$ cat config.mk
export PLATFORM = sky130hd
export DESIGN_NAME = conv_krn3x3
export DESIGN_NICKNAME = d
export VERILOG_FILES = /design/src/rtl/conv_krn3x3.sv
export SDC_FILE = /design/constraint.sdc
export NUM_CORES = 1
export LEC_CHECK = 0
export ABC_AREA = 1
export BUFFER_PORTS_ARGS = -buffer_cell sky130_fd_sc_hd__buf_2
export CAP_MARGIN = 20
export CORE_MARGIN = 2
export CORE_UTILIZATION = 60
export CTS_BUF_LIST = sky130_fd_sc_hd__clkbuf_2 sky130_fd_sc_hd__clkbuf_4 sky130_fd_sc_hd__clkbuf_8
export DETAILED_ROUTE_END_ITERATION = 10
export PLACE_DENSITY = 0.78
export SYNTH_ARGS = -nofsm -noshare
export SYNTH_HDL_FRONTEND = slang
export SYNTH_SLANG_ARGS = --single-unit
export TNS_END_PERCENT = 5
$ cat constraint.sdc
create_clock -name clk -period 8.6 [get_ports clk]
set_clock_uncertainty 0.1 [all_clocks]
set_input_delay 0 -clock clk [delete_from_list [all_inputs] [get_ports clk]]
set_output_delay 0 -clock clk [all_outputs]
set_load 0.02 [all_outputs]
$ cat src/rtl/conv_krn3x3.sv
// conv_krn3x3 -- streaming 3x3 convolution kernel.
//
// Takes one column of three vertically adjacent pixels per accepted beat,
// keeps a 3x3 window, and produces one filtered pixel for every window
// that holds three columns of the current line.
//
// Pipeline: window register -> row partial sums -> final add/shift/clamp.
// Latency from the window-completing beat to pixel_vld_o is 3 cycles.
//
// Ports:
//   clk          clock, rising edge
//   arst_n       asynchronous active-low reset
//   col_vld_i    column beat valid (no backpressure)
//   col_dat_i    column pixels, [0] = top (oldest row), [2] = bottom
//   col_eol_i    last column of the line (qualified by col_vld_i)
//   coef_i       9 signed 4-bit taps, index row*3+col, col 0 = oldest
//   pixel_vld_o  filtered pixel valid
//   pixel_dat_o  filtered pixel, clamped to the pixel range
//   pixel_eol_o  last filtered pixel of the line

package conv_pkg;
  typedef logic [7:0]        pixel_t;
  typedef logic signed [3:0] coef_t;
endpackage

module conv_krn3x3 #(
  parameter int unsigned SHIFT = 4
) (
  input  logic                    clk,
  input  logic                    arst_n,
  input  logic                    col_vld_i,
  input  conv_pkg::pixel_t [2:0]  col_dat_i,
  input  logic                    col_eol_i,
  input  conv_pkg::coef_t  [8:0]  coef_i,
  output logic                    pixel_vld_o,
  output conv_pkg::pixel_t        pixel_dat_o,
  output logic                    pixel_eol_o
);

  localparam int unsigned PIXEL_W = $bits(conv_pkg::pixel_t);
  localparam int unsigned SUM_W   = PIXEL_W + 9;
  localparam logic signed [SUM_W-1:0] PIX_MAX =
    {{(SUM_W-PIXEL_W){1'b0}}, {PIXEL_W{1'b1}}};

  typedef enum logic [1:0] {FILL0, FILL1, RUN} state_e;

  state_e state_q, state_d;
  logic   win_ok;

  // win_q[row][col], col 2 is the newest column
  conv_pkg::pixel_t [2:0][2:0] win_q;
  logic                        win_vld_q, win_eol_q;

  logic signed [SUM_W-1:0] rsum_q [3];
  logic signed [SUM_W-1:0] rsum_d [3];
  logic                    p_vld_q, p_eol_q;

  logic signed [SUM_W-1:0] total, shifted;
  conv_pkg::pixel_t        clamp;

  logic             out_vld_q, out_eol_q;
  conv_pkg::pixel_t out_dat_q;

  // Line-fill tracking; a window is complete on the third and later beats.
  always_comb begin
    state_d = state_q;
    win_ok  = 1'b0;
    if (col_vld_i) begin
      win_ok = (state_q == RUN);
      if (col_eol_i) begin
        state_d = FILL0;
      end else begin
        unique case (state_q)
          FILL0:   state_d = FILL1;
          FILL1:   state_d = RUN;
          default: state_d = RUN;
        endcase
      end
    end
  end

  always_ff @(posedge clk or negedge arst_n) begin
    if (!arst_n) begin
      state_q <= FILL0;
    end else begin
      state_q <= state_d;
    end
  end

  // Window shift register; bubbles leave it untouched.
  always_ff @(posedge clk or negedge arst_n) begin
    if (!arst_n) begin
      win_q     <= '0;
      win_vld_q <= 1'b0;
      win_eol_q <= 1'b0;
    end else begin
      win_vld_q <= win_ok;
      win_eol_q <= col_vld_i & col_eol_i;
      if (col_vld_i) begin
        for (int unsigned r = 0; r < 3; r++) begin
          win_q[2'(r)][0] <= win_q[2'(r)][1];
          win_q[2'(r)][1] <= win_q[2'(r)][2];
          win_q[2'(r)][2] <= col_dat_i[2'(r)];
        end
      end
    end
  end

  // Row partial sums: signed tap times zero-extended pixel.
  always_comb begin
    logic signed [SUM_W-1:0] cx, px;
    for (int unsigned r = 0; r < 3; r++) begin
      rsum_d[2'(r)] = '0;
      for (int unsigned c = 0; c < 3; c++) begin
        cx = {{(SUM_W-4){coef_i[4'(r*3+c)][3]}}, coef_i[4'(r*3+c)]};
        px = {{(SUM_W-PIXEL_W){1'b0}}, win_q[2'(r)][2'(c)]};
        rsum_d[2'(r)] = rsum_d[2'(r)] + cx * px;
      end
    end
  end

  always_ff @(posedge clk or negedge arst_n) begin
    if (!arst_n) begin
      for (int unsigned r = 0; r < 3; r++) rsum_q[2'(r)] <= '0;
      p_vld_q <= 1'b0;
      p_eol_q <= 1'b0;
    end else begin
      p_vld_q <= win_vld_q;
      p_eol_q <= win_eol_q & win_vld_q;
      if (win_vld_q) begin
        for (int unsigned r = 0; r < 3; r++) rsum_q[2'(r)] <= rsum_d[2'(r)];
      end
    end
  end

  // Final add, arithmetic shift, clamp to [0, 2^PIXEL_W-1].
  always_comb begin
    total   = rsum_q[0] + rsum_q[1] + rsum_q[2];
    shifted = total >>> SHIFT;
    if (shifted[SUM_W-1]) begin
      clamp = '0;
    end else if (shifted > PIX_MAX) begin
      clamp = '1;
    end else begin
      clamp = shifted[PIXEL_W-1:0];
    end
  end

  always_ff @(posedge clk or negedge arst_n) begin
    if (!arst_n) begin
      out_vld_q <= 1'b0;
      out_dat_q <= '0;
      out_eol_q <= 1'b0;
    end else begin
      out_vld_q <= p_vld_q;
      if (p_vld_q) begin
        out_dat_q <= clamp;
        out_eol_q <= p_eol_q;
      end
    end
  end

  assign pixel_vld_o = out_vld_q;
  assign pixel_dat_o = out_dat_q;
  assign pixel_eol_o = out_eol_q;

endmodule
# --- Yosys cells after proc, flatten, opt, wreduce, memory -nomap -nowiden ---
# Cells that the tools add are included.
totals:
  ff_bits: 139
  input_bits: 64
  wordCells: 47
classes:
  add_sub_neg: 8
  n_mul: 9
  order_cmp: 1
  n_eq_ne: 1
  muxes: 5
  n_bitwise: 2
  n_reduce_logical: 1
op_table:
  columns: ["cell", "count"]
  rows:
  - ["multiplier 4 x 9 -> 13 bit", 9]
  - ["adder 14 x 13 -> 15 bit", 3]
  - ["adder 13 x 13 -> 14 bit", 3]
  - ["adder 17 bit", 2]
  - ["2-to-1 mux 8 bit", 2]
  - ["greater-than comparator 13 x 9 -> 1 bit, second input constant", 1]
  - ["2-to-1 mux 2 bit", 2]
  - ["AND 1 bit", 2]
  - ["== test 2 bit, second input constant", 1]
  - ["zero test 2 bit", 1]
  - ["2-to-1 mux 1 bit", 1]

# --- Longest topological paths before layout ---
depth:
  depth_word: 5
  mapped_depth: 25
  mapped_depth_nobuf: 25

# --- Least setup slack after synthesis ---
# No wires, ideal clock.
synth_timing:
  kind: "register to register"
  start: "register win_q[65] (netlist bit)"
  end: "register rsum_q[11] (netlist bit)"
  arrival_ns: 4.706
  required_time_ns: 8.418
  path_slack_ns: 3.712
  path_stages_with_launch: 25
  cell_sequence: "dfrtp_1 > nand2_1 > inv_1 > fa_1 > inv_1 > fa_1 > inv_1 > fa_1 > fa_1 > ha_1 > inv_1 > fa_1 > inv_1 > ha_1 > inv_1 > fa_1 > inv_1 > nand3_1 > nand2_1 > a31oi_1 > o21ai_0 > nand2_1 > nand2_1 > nand2_1 > a31oi_1"
synth_via:
  elab_chain_len: 2
synth_rtl:
  columns: ["element", "line_no", "source"]
  rows:
  - ["start, declared", "51", "conv_pkg::pixel_t [2:0][2:0] win_q;"]
  - ["start signal, assigned by index", "101", "win_q[2'(r)][0] <= win_q[2'(r)][1];"]
  - ["start signal, assigned by index", "102", "win_q[2'(r)][1] <= win_q[2'(r)][2];"]
  - ["start signal, assigned by index", "103", "win_q[2'(r)][2] <= col_dat_i[2'(r)];"]
  - ["multiplier 4 x 9 -> 13 bit", "117", "rsum_d[2'(r)] = rsum_d[2'(r)] + cx * px;"]
  - ["adder 14 x 13 -> 15 bit", "117", null]
  - ["end, declared", "54", "logic signed [SUM_W-1:0] rsum_q [3];"]
# No other way between the ends.
# A chain may end at the register's enable or synchronous reset.

# --- Worst setup path after layout ---
# Ends and elaborated chain as after synthesis.

==> run summary <==
- 14.5 um — average detailed-routed wire length per instance
- sky130_fd_sc_hd__nand2_1, sky130_fd_sc_hd__inv_1, sky130_fd_sc_hd__fa_1, sky130_fd_sc_hd__ha_1, sky130_fd_sc_hd__dfrtp_1 — synth cell count leaders
- 4 — biggest fanout along the worst timing path
- 0 — antenna violations before repair
- 6.38% — fraction of final layout cells with drive strength greater than 1
- win_q[65] — RR Startpoint
- sky130_fd_sc_hd__inv_1 — cell seen most often among critical-path stages
- 0 — maxcap violations
- 2,285 — filler cell count
- 60.9% — period utilisation layout
- sky130_fd_sc_hd__fa_1 — largest area contributor in the synthesized netlist
- 0 — fin. max-slew vios
- 20.0% — portion of the post-synthesis area used by sequential elements
- 37 — Post-CTS Hold Fix Bufs
- 1760 um — routed length on met3
- 0 — Synth warnings
- nand2_1, inv_1, fa_1, inv_1, fa_1, inv_1, fa_1, fa_1, ha_1, inv_1, fa_1, inv_1, ha_1, inv_1, fa_1, inv_1, nand3_1, nand2_1, a31oi_1, o21ai_0, nand2_1, nand2_1, nand2_1, a31oi_1 — Critical Path, Cell by Cell
- flip-flop — critical path capture point type
- 4 — htree depth
- 61 — number of placement rows
- 171 um — Die Wd
- 0 — final antenna-violating net count
- 29,100 um^2 — total die area
- built — clock tree from TritonCTS
- 27,600 um^2 — placeable core region
- 3360 ps — worst reg-to-reg setup slack
- coef_i[32] — hold wc startpoint
- 26.8% — total global-route track usage
- 74 — maximum number of pins on one net before global-route repair
- 8900 ps — required time of the critical path
- rsum_q[0] — capture endpoint of the worst hold path
- sky130_fd_sc_hd__fa_1, sky130_fd_sc_hd__dfrtp_1, sky130_fd_sc_hd__ha_1 — top post-synthesis cells by area
- 16,000 um — Routed met1 length
- 24 — r2r worst-path depth
- 742 — number of DRC markers in iteration 0
- finished, final reports clean — result of the run
- 2 — maximum number of buffers from clock root to sink
- 0.915 — RePlAce Congestion
- 36,100 um — WL final
- 0 — final setup fails
- 100% — share of flip-flops with an asynchronous set or reset after synthesis
- 37 — distinct cell type count of the synthesized netlist
- sky130_fd_sc_hd__dfrtp_1 — most used flip-flop cell after synthesis
- sky130_fd_sc_hd__fa_1 — critical-path cell with the highest stage delay
- 5.11 — detail-routed via count per cell
- no — RSZ-0062 raised after global routing
- met4 — uppermost routed layer
- 17 — number of buffers created by CTS
- 0 — Post-CTS Setup Inserts
- 12,700 — detailed-route via count
- flip-flop to flip-flop — kind of critical path
- 74 — number of I/O pins
- 0 — diode insertion count for antenna repair
- 8.91% — Area Overhead vs Synth
- 0 — # DRC
- 133 — flip-flop and latch count after synthesis
- 171 um — vertical extent of the die
- sky130_fd_sc_hd__clkbuf_8 — Clk Tree Root Cell
- input port to flip-flop — Hold Path Class
- 976 ps — worst-margin pin slew
- 29,400 um — hpwl dp
- 5 — number of cells traversed by the worst hold path
- 61,400 um — first-pass GRT wire length
- rsum_q[11] — endpoint of the lowest-slack register-to-register path
- 13,000 — vias in the first global route
- 80 ps — clock-pin transition on the worst setup and hold timing paths
- 30.9% — portion of synthesized cell area occupied by the leading cell type
- 8 — detailed-routing iteration count for the pre-antenna-repair pass
- 16,700 um^2 — post-synthesis instance area
- 191 MHz — f_max
- 5540 ps — critical path arrival
- 0 — endpoints failing hold
- 60.5% — initial standard-cell utilization of the core
- 8.24 um^2 — average footprint of a synthesized cell
- 540 ps — stage delay of the slowest cell on the critical path
- sky130_fd_sc_hd__nand2_1 — most common cell in the synthesized netlist
- 34.9% — Slew headroom
- 0 — number of gates resized after CTS
- 2,592 — Final nets
- 5240 ps — clock period minus final worst setup slack
- 480 ps — later-pin clock latency in the skew report
- 0 — remaining global-route overflow
- 17,600 um — metal2 WL
- flip-flop — crit path launch type
- 133 — number of clock sinks
- 0 — number of enable-type register cells in the synthesized netlist
- 0 ps — setup total negative slack
- 2,510 — Post-Synthesis Net Count
- 2,021 — Gate Count Post-Synth
- 73 — count of port buffers added during placement
metrics by stage:
stage          hold slack [ps]  utilization, %  cells  setup WS (ps)  cell area [um^2]
4_1_cts                   77.2            65.9   2494           3340             18100
5_1_grt                    133            65.9   2494           2970             18100
3_3_place_gp             -83.8            63.0   2425           3520             17300
3_5_place_dp             -75.4            63.0   2425           3380             17300
6_report                  96.4            65.9   2494           3360             18100
2_1_floorplan             -396               -   2021           3710             16700
state kept, by name, indices dropped and copies added (netlist names), 2 cells and up:
register,flops
rsum_q,45
pixel_dat_o,8
state_q,2
win_q,72
logic make-up after synthesis:
| kind of cell | share of synthesized area, % |
|---|---|
| buffers and inverters | 12.7 |
| multiplexers | 0.135 |
| adder cells (fa/ha/maj) | 43.5 |
| AO/OA/AOI/OAI | 5.58 |
| XOR/XNOR | 1.94 |
| AND/OR/NAND/NOR | 16.2 |
| flip-flops | 20.0 |
worst max-delay path by stage:
stage          startpoint    endpoint  slack, ps  cells after the start
2_1_floorplan   win_q[65]  rsum_q[11]       3710                     24
3_3_place_gp    win_q[48]  rsum_q[11]       3520                     23
4_1_cts         win_q[65]  rsum_q[11]       3340                     24
6_report        win_q[65]  rsum_q[11]       3360                     24
5_1_grt         win_q[48]  rsum_q[11]       2970                     23
3_5_place_dp    win_q[65]  rsum_q[11]       3380                     24
worst max-delay path: cells and delay by family (launching register included):
family	cells	cell delay, ps
buffers and inverters	7	500
DFF	1	410
adders and majority gates	8	3290
and+or+nand+nor	6	460
AOI/OAI and AO/OA	3	430
routing by layer:
layer,GRT usage (%),up-vias
met5,0,-
met4,8.88,0
met3,3.15,68
met2,44.4,355
met1,37.0,6213
li1,-,6101
cell type report:
| cell class | instances | area [um^2] | area share [%] |
|---|---|---|---|
| Clock buffer | 19 | 262 | 1.44 |
| Inverter | 512 | 1920 | 10.6 |
| Timing Repair Buffer | 115 | 790 | 4.35 |
| Multi-Input combinational cell | 1324 | 11200 | 61.8 |
| Sequential cell | 133 | 3330 | 18.3 |
| Clock inverter | 13 | 156 | 0.862 |
| Tap cell | 378 | 473 | 2.61 |
cell usage in the layout (no fill, tap or decap), types with 2 or more instances in the layout:
| cell type | netlist | layout |
|---|---|---|
| sky130_fd_sc_hd__a21oi_1 | 35 | 35 |
| sky130_fd_sc_hd__nor2_2 | 2 | 2 |
| sky130_fd_sc_hd__fa_1 | 257 | 257 |
| sky130_fd_sc_hd__o21bai_1 | 4 | 4 |
| sky130_fd_sc_hd__o21ai_0 | 118 | 118 |
| sky130_fd_sc_hd__a21o_1 | 3 | 3 |
| sky130_fd_sc_hd__nand2_1 | 552 | 552 |
| sky130_fd_sc_hd__a31oi_1 | 4 | 4 |
| sky130_fd_sc_hd__clkinv_1 | 2 | 2 |
| sky130_fd_sc_hd__and2_1 | 2 | 2 |
| sky130_fd_sc_hd__buf_2 | 0 | 72 |
| sky130_fd_sc_hd__clkinv_2 | 0 | 5 |
| sky130_fd_sc_hd__bufinv_16 | 0 | 3 |
| sky130_fd_sc_hd__nor2_1 | 76 | 76 |
| sky130_fd_sc_hd__inv_1 | 505 | 505 |
| sky130_fd_sc_hd__xnor2_1 | 18 | 18 |
| sky130_fd_sc_hd__clkbuf_8 | 0 | 19 |
| sky130_fd_sc_hd__dfrtp_1 | 133 | 133 |
| sky130_fd_sc_hd__clkinvlp_4 | 0 | 2 |
| sky130_fd_sc_hd__nor3_1 | 5 | 5 |
| sky130_fd_sc_hd__inv_2 | 5 | 5 |
| sky130_fd_sc_hd__xor2_1 | 19 | 19 |
| sky130_fd_sc_hd__dlygate4sd3_1 | 0 | 36 |
| sky130_fd_sc_hd__nand4_1 | 2 | 2 |
| sky130_fd_sc_hd__nand2_2 | 6 | 6 |
| sky130_fd_sc_hd__nand3_1 | 31 | 31 |
| sky130_fd_sc_hd__clkinv_4 | 0 | 3 |
| sky130_fd_sc_hd__buf_4 | 0 | 5 |
| sky130_fd_sc_hd__mux2_2 | 2 | 2 |
| sky130_fd_sc_hd__ha_1 | 168 | 168 |
| sky130_fd_sc_hd__o31ai_1 | 6 | 6 |
| sky130_fd_sc_hd__or2_2 | 3 | 3 |
Power is left out: the tool's default activity adds up to more than one toggle a clock period on the data nets, which glitch-free logic cannot reach.
